<file path="src/rtl/puzzle_step_ctrl.sv">
// 8-puzzle step controller: debounced button press pulls one solver move and applies it to the board.
// Optional hands-free replay is enabled by defining PUZZLE_AUTO_STEP_EN.
module puzzle_step_ctrl #(
    parameter int unsigned DEBOUNCE_CYCLES = 16,
    parameter logic [35:0] INIT_BOARD      = 36'h870654321,
    parameter int unsigned INIT_BLANK      = 6,
    parameter logic [35:0] GOAL_BOARD      = 36'h087654321,
    parameter int unsigned AUTO_PERIOD     = 1000
) (
    input  logic        clk,
    input  logic        rst_n,
    input  logic        btn,
    input  logic        mv_valid,
    input  logic [1:0]  mv_dir,
    input  logic        mv_last,
    output logic        mv_ready,
    output logic [35:0] board,
    output logic [3:0]  blank_pos,
    output logic [7:0]  step_cnt,
    output logic        done,
    output logic        err
);
    localparam int unsigned TILE_W = 4;
    localparam int unsigned CELLS  = 9;
    localparam int unsigned POS_W  = 4;
    localparam int unsigned STEP_W = 8;
    localparam int unsigned DB_W   = 16;

    localparam logic [1:0] DIR_UP    = 2'b00;
    localparam logic [1:0] DIR_DOWN  = 2'b01;
    localparam logic [1:0] DIR_LEFT  = 2'b10;
    localparam logic [1:0] DIR_RIGHT = 2'b11;

    typedef enum logic [2:0] {
        S_WAIT, S_FETCH, S_APPLY, S_CHECK, S_DONE, S_ERR
    } state_t;

    typedef struct packed {
        logic [1:0] dir;
        logic       last;
    } move_t;

    if (DEBOUNCE_CYCLES < 2 || DEBOUNCE_CYCLES > 65535 || AUTO_PERIOD == 0) begin : g_param_check
        $error("puzzle_step_ctrl: parameter out of range");
    end

    state_t state_q, state_d;
    move_t  mv_q, mv_d;
    logic [CELLS-1:0][TILE_W-1:0] board_q, board_d;
    logic [POS_W-1:0]  blank_d, nb_pos;
    logic [STEP_W-1:0] step_d;
    logic              done_d, err_d, ready_d, legal;

    logic              btn_s1, btn_s2, db_level, press, step_req;
    logic [DB_W-1:0]   db_cnt;

    // Two-flop synchronizer for the asynchronous button
    always_ff @(posedge clk or negedge rst_n) begin
        if (!rst_n) begin
            btn_s1 <= 1'b0;
            btn_s2 <= 1'b0;
        end else begin
            btn_s1 <= btn;
            btn_s2 <= btn_s1;
        end
    end

    // Debounce: level follows the input only after a full run of differing samples
    always_ff @(posedge clk or negedge rst_n) begin
        if (!rst_n) begin
            db_level <= 1'b0;
            db_cnt   <= '0;
            press    <= 1'b0;
        end else begin
            press <= 1'b0;
            if (btn_s2 != db_level) begin
                if (db_cnt == DB_W'(DEBOUNCE_CYCLES - 1)) begin
                    db_level <= btn_s2;
                    db_cnt   <= '0;
                    press    <= btn_s2;
                end else begin
                    db_cnt <= db_cnt + DB_W'(1);
                end
            end else begin
                db_cnt <= '0;
            end
        end
    end

`ifdef PUZZLE_AUTO_STEP_EN
    localparam int unsigned AUTO_W = (AUTO_PERIOD > 1) ? $clog2(AUTO_PERIOD) : 1;
    logic [AUTO_W-1:0] auto_cnt;
    logic              auto_pulse;

    // Free-running replay timer, one pulse per AUTO_PERIOD cycles
    always_ff @(posedge clk or negedge rst_n) begin
        if (!rst_n) begin
            auto_cnt   <= '0;
            auto_pulse <= 1'b0;
        end else if (auto_cnt == AUTO_W'(AUTO_PERIOD - 1)) begin
            auto_cnt   <= '0;
            auto_pulse <= 1'b1;
        end else begin
            auto_cnt   <= auto_cnt + AUTO_W'(1);
            auto_pulse <= 1'b0;
        end
    end

    assign step_req = press | auto_pulse;
`else
    assign step_req = press;
`endif

    // Legality of the latched move and the neighbour the blank swaps with
    always_comb begin
        legal  = 1'b0;
        nb_pos = blank_pos;
        unique case (mv_q.dir)
            DIR_UP: begin
                legal  = blank_pos >= POS_W'(3);
                nb_pos = blank_pos - POS_W'(3);
            end
            DIR_DOWN: begin
                legal  = blank_pos <= POS_W'(5);
                nb_pos = blank_pos + POS_W'(3);
            end
            DIR_LEFT: begin
                legal  = (blank_pos % POS_W'(3)) != POS_W'(0);
                nb_pos = blank_pos - POS_W'(1);
            end
            DIR_RIGHT: begin
                legal  = (blank_pos % POS_W'(3)) != POS_W'(2);
                nb_pos = blank_pos + POS_W'(1);
            end
            default: ;
        endcase
    end

    always_comb begin
        state_d = state_q;
        mv_d    = mv_q;
        board_d = board_q;
        blank_d = blank_pos;
        step_d  = step_cnt;
        done_d  = done;
        err_d   = err;
        unique case (state_q)
            S_WAIT: begin
                if (step_req) state_d = S_FETCH;
            end
            S_FETCH: begin
                if (mv_valid) begin
                    mv_d    = '{dir: mv_dir, last: mv_last};
                    state_d = S_APPLY;
                end
            end
            S_APPLY: begin
                if (legal) begin
                    board_d[blank_pos] = board_q[nb_pos];
                    board_d[nb_pos]    = '0;
                    blank_d            = nb_pos;
                    step_d             = (step_cnt == '1) ? step_cnt : step_cnt + STEP_W'(1);
                    state_d            = S_CHECK;
                end else begin
                    err_d   = 1'b1;
                    state_d = S_ERR;
                end
            end
            S_CHECK: begin
                if (board_q == GOAL_BOARD) begin
                    done_d  = 1'b1;
                    state_d = S_DONE;
                end else if (mv_q.last) begin
                    err_d   = 1'b1;
                    state_d = S_ERR;
                end else begin
                    state_d = S_WAIT;
                end
            end
            default: ;
        endcase
        // Registered ready tracks the state it will be asserted in
        ready_d = (state_d == S_FETCH);
    end

    always_ff @(posedge clk or negedge rst_n) begin
        if (!rst_n) begin
            state_q   <= S_WAIT;
            mv_q      <= '0;
            board_q   <= INIT_BOARD;
            blank_pos <= POS_W'(INIT_BLANK);
            step_cnt  <= '0;
            done      <= 1'b0;
            err       <= 1'b0;
            mv_ready  <= 1'b0;
        end else begin
            state_q   <= state_d;
            mv_q      <= mv_d;
            board_q   <= board_d;
            blank_pos <= blank_d;
            step_cnt  <= step_d;
            done      <= done_d;
            err       <= err_d;
            mv_ready  <= ready_d;
        end
    end

    assign board = board_q;

endmodule

</file>
<file path="config.mk">
export PLATFORM = sky130hd
export DESIGN_NAME = puzzle_step_ctrl
export DESIGN_NICKNAME = d
export VERILOG_FILES = /design/src/rtl/puzzle_step_ctrl.sv
export SDC_FILE = /design/constraint.sdc
export NUM_CORES = 1
export LEC_CHECK = 0
export ABC_AREA = 1
export CAP_MARGIN = 20
export CORE_ASPECT_RATIO = 2
export CORE_UTILIZATION = 50
export CTS_CLUSTER_SIZE = 40
export DETAILED_ROUTE_END_ITERATION = 6
export GPL_ROUTABILITY_DRIVEN = 0
export HOLD_SLACK_MARGIN = 0.15
export PLACE_DENSITY = 0.72
export SYNTH_ARGS = -nofsm -noshare
export SYNTH_HDL_FRONTEND = slang
export SYNTH_SLANG_ARGS = --single-unit
</file>
<file path="constraint.sdc">
create_clock -name clk -period 3.84 [get_ports clk]
set_clock_uncertainty 0.1 [all_clocks]
set_input_delay 1.152 -clock clk [delete_from_list [all_inputs] [get_ports clk]]
set_output_delay 1.152 -clock clk [all_outputs]
set_load 0.05 [all_outputs]
</file>
After elaboration in Yosys (flattened, before gate mapping):

Cells that the tools add are included.

* input bits: 7
* logic and storage cells: 88
* output and inout bits: 51
* bits in registers: 77

* divide/modulo/power cells: 1
* muxes and demuxes: 23
* bitwise gates (word level): 3
* equal/unequal tests: 15
* add/sub/neg operators: 6
* reduce and logical (&&, ||, !) cells: 12
* order comparisons: 6

Operators by type and width (number)
* 36-bit bitwise AND: 1
* 36-bit bitwise mux: 1
* 36-bit by 32-bit equality test with 1-bit output, second input constant: 1
* 36-bit inverter: 1
* 4-bit demux with 4-bit select: 2
* 16-bit two-way mux: 2
* 16-bit by 1-bit adder with 16-bit output, second input constant: 1
* 4-bit binary-select mux with 4-bit select: 1
* 16-bit by 4-bit equality test with 1-bit output, second input constant: 1
* 4-bit one-hot mux with 4 select lines: 1
* 3-bit two-way mux: 5
* 4-bit two-way mux: 3
* 3-bit one-hot mux with 4 select lines: 1
* 4-bit by 5-bit less-than comparator with 1-bit output, second input constant: 2
* 8-bit by 1-bit adder with 8-bit output, second input constant: 1
* 8-bit equality test, second input constant: 1
* 4-bit by 1-bit greater-or-equal comparator with 1-bit output, second input constant: 2
* 2-bit AND reduction: 4
* 3-bit by 1-bit equality test with 1-bit output, second input constant: 2
* 3-bit by 2-bit equality test with 1-bit output, second input constant: 2
* 2-bit inequality test, second input constant: 3
* 1-bit two-way mux: 5
* 4-bit by 1-bit adder with 4-bit output, second input constant: 1
* 4-bit by 2-bit adder with 4-bit output, second input constant: 1
* other kinds (19): 21

Logic depth before layout (Yosys ltp):

Gate-level depths: netlist (run 1).

* depth in word-level cells: 8
* mapped depth: 25
* depth with buffers taken out: 23

Worst setup path after synthesis (run 1):

No wires, ideal clock.

* path kind: register -> register
* start point: reg blank_pos[2]
* end point: reg state_q[1]
* library setup time: 0.130 ns
* cell stages (with the launch flop): 24
* data arrival time: 3.048 ns
* required time: 3.610 ns
* clock period less this slack: 3.278 ns
* path slack: 0.562 ns
* path through: dfstp_2 -> buf_4 -> nand2_2 -> inv_1 -> ha_1 -> inv_1 -> ha_1 -> nand2_4 -> nand2_1 -> nand2_1 -> inv_1 -> ha_1 -> inv_1 -> nand3_1 -> nor2_4 -> nand2_1 -> nand2_1 -> nand3_1 -> nand2_1 -> nand3_2 -> nand3_4 -> buf_12 -> buf_12 -> nand3_1

* word-level cells in the longest chain between the ends: 5
* elaborated cells on any way between the ends: 8
* classes of those cells: 1 x div; 2 x order compare; 1 x eq/ne; 3 x mux; 1 x reduce/logical

RTL lines
* from (decl): RTL line 18 `output logic [3:0] blank_pos,`
* from (signal assigned): RTL line 191 `blank_pos <= POS_W'(INIT_BLANK);`
* from (signal assigned): RTL line 200 `blank_pos <= blank_d;`
* 4-bit by 2-bit remainder unit with 4-bit output: RTL line 128, 132
* 4-bit by 2-bit inequality test with 1-bit output / 4-bit nonzero test (equally long branches): RTL line 132, 128
* 1-bit one-hot mux with 4 select lines *: RTL line 118 `unique case (mv_q.dir)`
* 3-bit two-way mux *: RTL line 158 `if (legal) begin`
* 3-bit one-hot mux with 4 select lines *: RTL line 147 `unique case (state_q)`
* named net state_d[1]: RTL line 47 `state_t state_q, state_d;`
* to (signal assigned): RTL line 197 `state_q <= state_d;`
* to (decl): RTL line 47

The timed path passes the listed nets; every way through them passes the cells marked *.
A chain may end at the register's enable or synchronous reset.

Final worst setup path (run 1):

* start point: reg blank_pos[2]
* end point: reg step_cnt[7]

* word-level cells in the longest chain between the ends: 4
* elaborated cells on any way between the ends: 7
* classes of those cells: 1 x div; 2 x order compare; 1 x eq/ne; 1 x mux; 2 x reduce/logical

RTL lines
* 4-bit by 2-bit remainder unit with 4-bit output: RTL line 128, 132
* 4-bit by 2-bit inequality test with 1-bit output / 4-bit nonzero test (equally long branches): RTL line 132, 128
* 1-bit one-hot mux with 4 select lines *: RTL line 118
* 3-bit AND reduction (no line) *
* to (signal assigned): RTL line 201 `step_cnt <= step_d;`
* to (decl): RTL line 19 `output logic [7:0] step_cnt,`

Mark *: on every way between the ends. The rest lies on a longest branch, timed or not.

==> metrics.cfg, run 1 <==
[run_status]
status=complete, no violations

[place]
port_buffers=57
dp.cells=871
hpwl_mm=9.906
dpl_cell_area_sq_um=5694
preCtsSetupSlack_ns=0.2399

[floorplanning]
rows=51
start_util_pct=51.81
die_h_um=144.2
die-width_um=73.13
die_area_sq_um=10550
coreArea_sq_um=9763
ioPinCount=58

[yosys]
ys_async_sr_fraction_pct=100.0
netlist_area_sq_um=5059
synth_cell_types=44
syn_nets=710
ys.flop_type=dfrtp_1
syn_avg_cell_area_sq_um=7.321
yosysWarnings=0
synth-edff-count=0
yosysSeqAreaShare_pct=38.46
syn_inst=691
ys_ff_latch=77

[layout]
post-route-util_pct=61.82
syn2layout_area_growth_pct=19.32
multi_input_area_sq_um=2599
drive_above_1_share_pct=13.70
fillerInstances=868
stdcell_count=891
n_antenna_cell=0
register_area_sq_um=1946
final_area_sq_um=6036
nets=773

[sta]
finalSetupTns_ns=0
hold_viol=0
min_period_ns=3.403
maxClockFrequency_ghz=0.2939
max-slew-margin-rel_pct=35.07
period_share_pct=88.61
setup_viol=0
drv_slew=0
holdWs_ns=0.2527
fin_ws_ns=0.4374
rsz0062_at_grt=false
tightest_slew_ns=0.9739

[grt]
antenna_found_initial=0
grt_pass1_wl_mm=21.87
grt_max_degree=78
track_usage_pct=27.20
gr-total-overflow=0
grt_pass1_vias=4788

[min_path]
min_path_type=flip-flop to flip-flop
hp-start=btn_s1
hold_depth=0
hold-path-endpoint=btn_s2

[detailed_routing]
vias_per_cell=5.349
vias=4766
wirelength_mm=13.20
drt_first_pass_iters=5
drt_iter0_markers=280
wire_per_inst_um=14.81
remaining_drc_errors=0
antenna_left=0

[cts]
cts_tree=yes
numCtsBuffers=9
cts_root_buf=clkbuf_16
clk_pin_slew_ns=0.07
htree_num_levels=3
hold_buffers=0
clock_path_buffers=2
clock-sinks=77
clock_latency_ns=0.34

[worst_setup_path]
crit_path_end_kind=flip-flop
cp.arrival_ns=3.53
r2r_cells=23
critPathLaunchType=flip-flop
r2r_slack_ns=0.44
path_class=flip-flop to flip-flop
path_max_fanout=9
crit_required_ns=3.97
reg2reg_to=step_cnt[7]
regToRegStartpoint=blank_pos[2]

[run]
cap_violations=0

[power]
vdd_drop_max_uv=596.6
leakage_nw=2.815
power.density_nw_per_um2=956.7
totalPowerFinal_mw=5.775

sequential cells by signal, summed over array words and instances, names as in the netlist:
name and cells:
db_level 1, db_cnt 16, board 36, done 1
btn_s2 1, state_q 3, err 1, mv_ready 1
mv_q 3, blank_pos 4, btn_s1 1, step_cnt 8
press 1
layout make-up:
type                       instances  share of cell area (%)
inverter                          95                   6.198
sequential                        77                   32.23
tap                              132                   2.736
timing repair buffer              68                   10.99
multi-input combinational        503                   43.06
clock inverter                     7                   1.057
clock buffer                       9                   3.731
layer usage:
layer  GRT usage, %  wire, um
met5              0         0
met3          4.599       563
met4          18.78       843
met2          48.54      7025
met1          28.09      4767
critical path, cell delays in order, from the launching register on:
cell	delay (ns)
dfstp_2	0.66
nand2_2	0.14
inv_1	0.07
ha_1	0.13
inv_1	0.04
ha_1	0.24
nand2_4	0.11
nand2_1	0.07
nand2_1	0.09
inv_1	0.06
ha_1	0.22
inv_1	0.10
nand3_1	0.13
nor2_4	0.12
nand2_1	0.06
nand2_1	0.09
nand3_1	0.07
nand2_1	0.08
nand3_2	0.12
nand3_4	0.17
buf_4	0.24
nor2_8	0.06
nand2_1	0.07
nand2_1	0.05
logic make-up (layout without fill, tap and decap cells):
logic type	after synthesis	in the layout	synth area share [%]
xor+xnor	15	15	2.597
mux	1	1	0.2226
flops	77	77	38.46
compound gates	95	95	11.80
buf+inv	111	179	10.17
fa+ha+maj	12	12	3.116
simple gates	380	380	33.64
cell usage in the layout, fill, tap and decap left out, types with 2 or more instances in the layout:
| cell | Yosys | routed |
|---|---|---|
| o211ai_1 | 10 | 10 |
| o22ai_1 | 7 | 7 |
| nor3_1 | 12 | 12 |
| o21ai_2 | 20 | 20 |
| nand2_2 | 23 | 23 |
| xor2_1 | 10 | 10 |
| nand3_4 | 2 | 2 |
| inv_6 | 1 | 5 |
| o21ai_1 | 21 | 21 |
| dfrtp_1 | 62 | 62 |
| nand2_1 | 209 | 209 |
| nand3_1 | 34 | 34 |
| inv_1 | 89 | 89 |
| nor2_1 | 65 | 65 |
| xnor2_1 | 5 | 5 |
| nor3b_1 | 6 | 6 |
| a31oi_1 | 2 | 2 |
| nand3b_1 | 2 | 2 |
| inv_2 | 4 | 4 |
| clkinv_4 | 0 | 2 |
| ha_1 | 11 | 11 |
| nor4_1 | 11 | 11 |
| nand3_2 | 2 | 2 |
| nand4_1 | 7 | 7 |
| clkdlybuf4s50_1 | 0 | 56 |
| clkbuf_16 | 0 | 9 |
| dfstp_2 | 15 | 15 |
| buf_4 | 3 | 11 |
| o21ai_0 | 19 | 19 |
| a21oi_1 | 13 | 13 |
Yosys cell counts (6+ instances only):
library cell  instances  area share, %
nand2_1             209             16
inv_1                89            6.6
nor2_1               65            4.8
dfrtp_1              62             31
nand3_1              34            3.4
nand2_2              23            2.8
o21ai_1              21            2.1
o21ai_2              20            3.5
o21ai_0              19            1.9
dfstp_2              15            7.8
a21oi_1              13            1.3
nor3_1               12            1.2
ha_1                 11            2.7
nor4_1               11            1.4
o211ai_1             10            1.5
xor2_1               10            1.7
nand4_1               7           0.87
o22ai_1               7           0.87
nor3b_1               6           0.89
power breakdown:
part / internal (mW) / switching (mW)
sequential: 1.02 / 0.231
clock: 0.454 / 0.375
combinational: 1.11 / 2.58
total: 2.59 / 3.19
worst max-delay path by stage:
| stage | from | to | slack [ns] | cells past startpoint |
|---|---|---|---|---|
| after CTS | blank_pos[3] | board[12] | 0.22 | 23 |
| after floorplan | blank_pos[2] | state_q[1] | 0.56 | 23 |
| after detailed placement | blank_pos[3] | board[15] | 0.24 | 23 |
| after global placement | blank_pos[2] | board[27] | 0.42 | 21 |
| final | blank_pos[2] | step_cnt[7] | 0.44 | 23 |
| after global routing | blank_pos[3] | step_cnt[4] | 0.08 | 22 |
repair_timing:
action	4_1_cts	5_1_grt
setup buffers	0	4
setup endpoints to repair	0	25
gates resized for setup	0	3
(Power assumes the default switching activity.)
==> inputs of run 2 (changes only) <==
==> constraint.sdc (replaced) <==
create_clock -name clk -period 3.84 [get_ports clk]
set_clock_uncertainty 0.1 [all_clocks]
set_input_delay 0.768 -clock clk [delete_from_list [all_inputs] [get_ports clk]]
set_output_delay 0.768 -clock clk [all_outputs]
set_load 0.05 [all_outputs]
==> results of run 2 <==
Same layout as run 1 (identical final DEF). Status: complete, no violations.
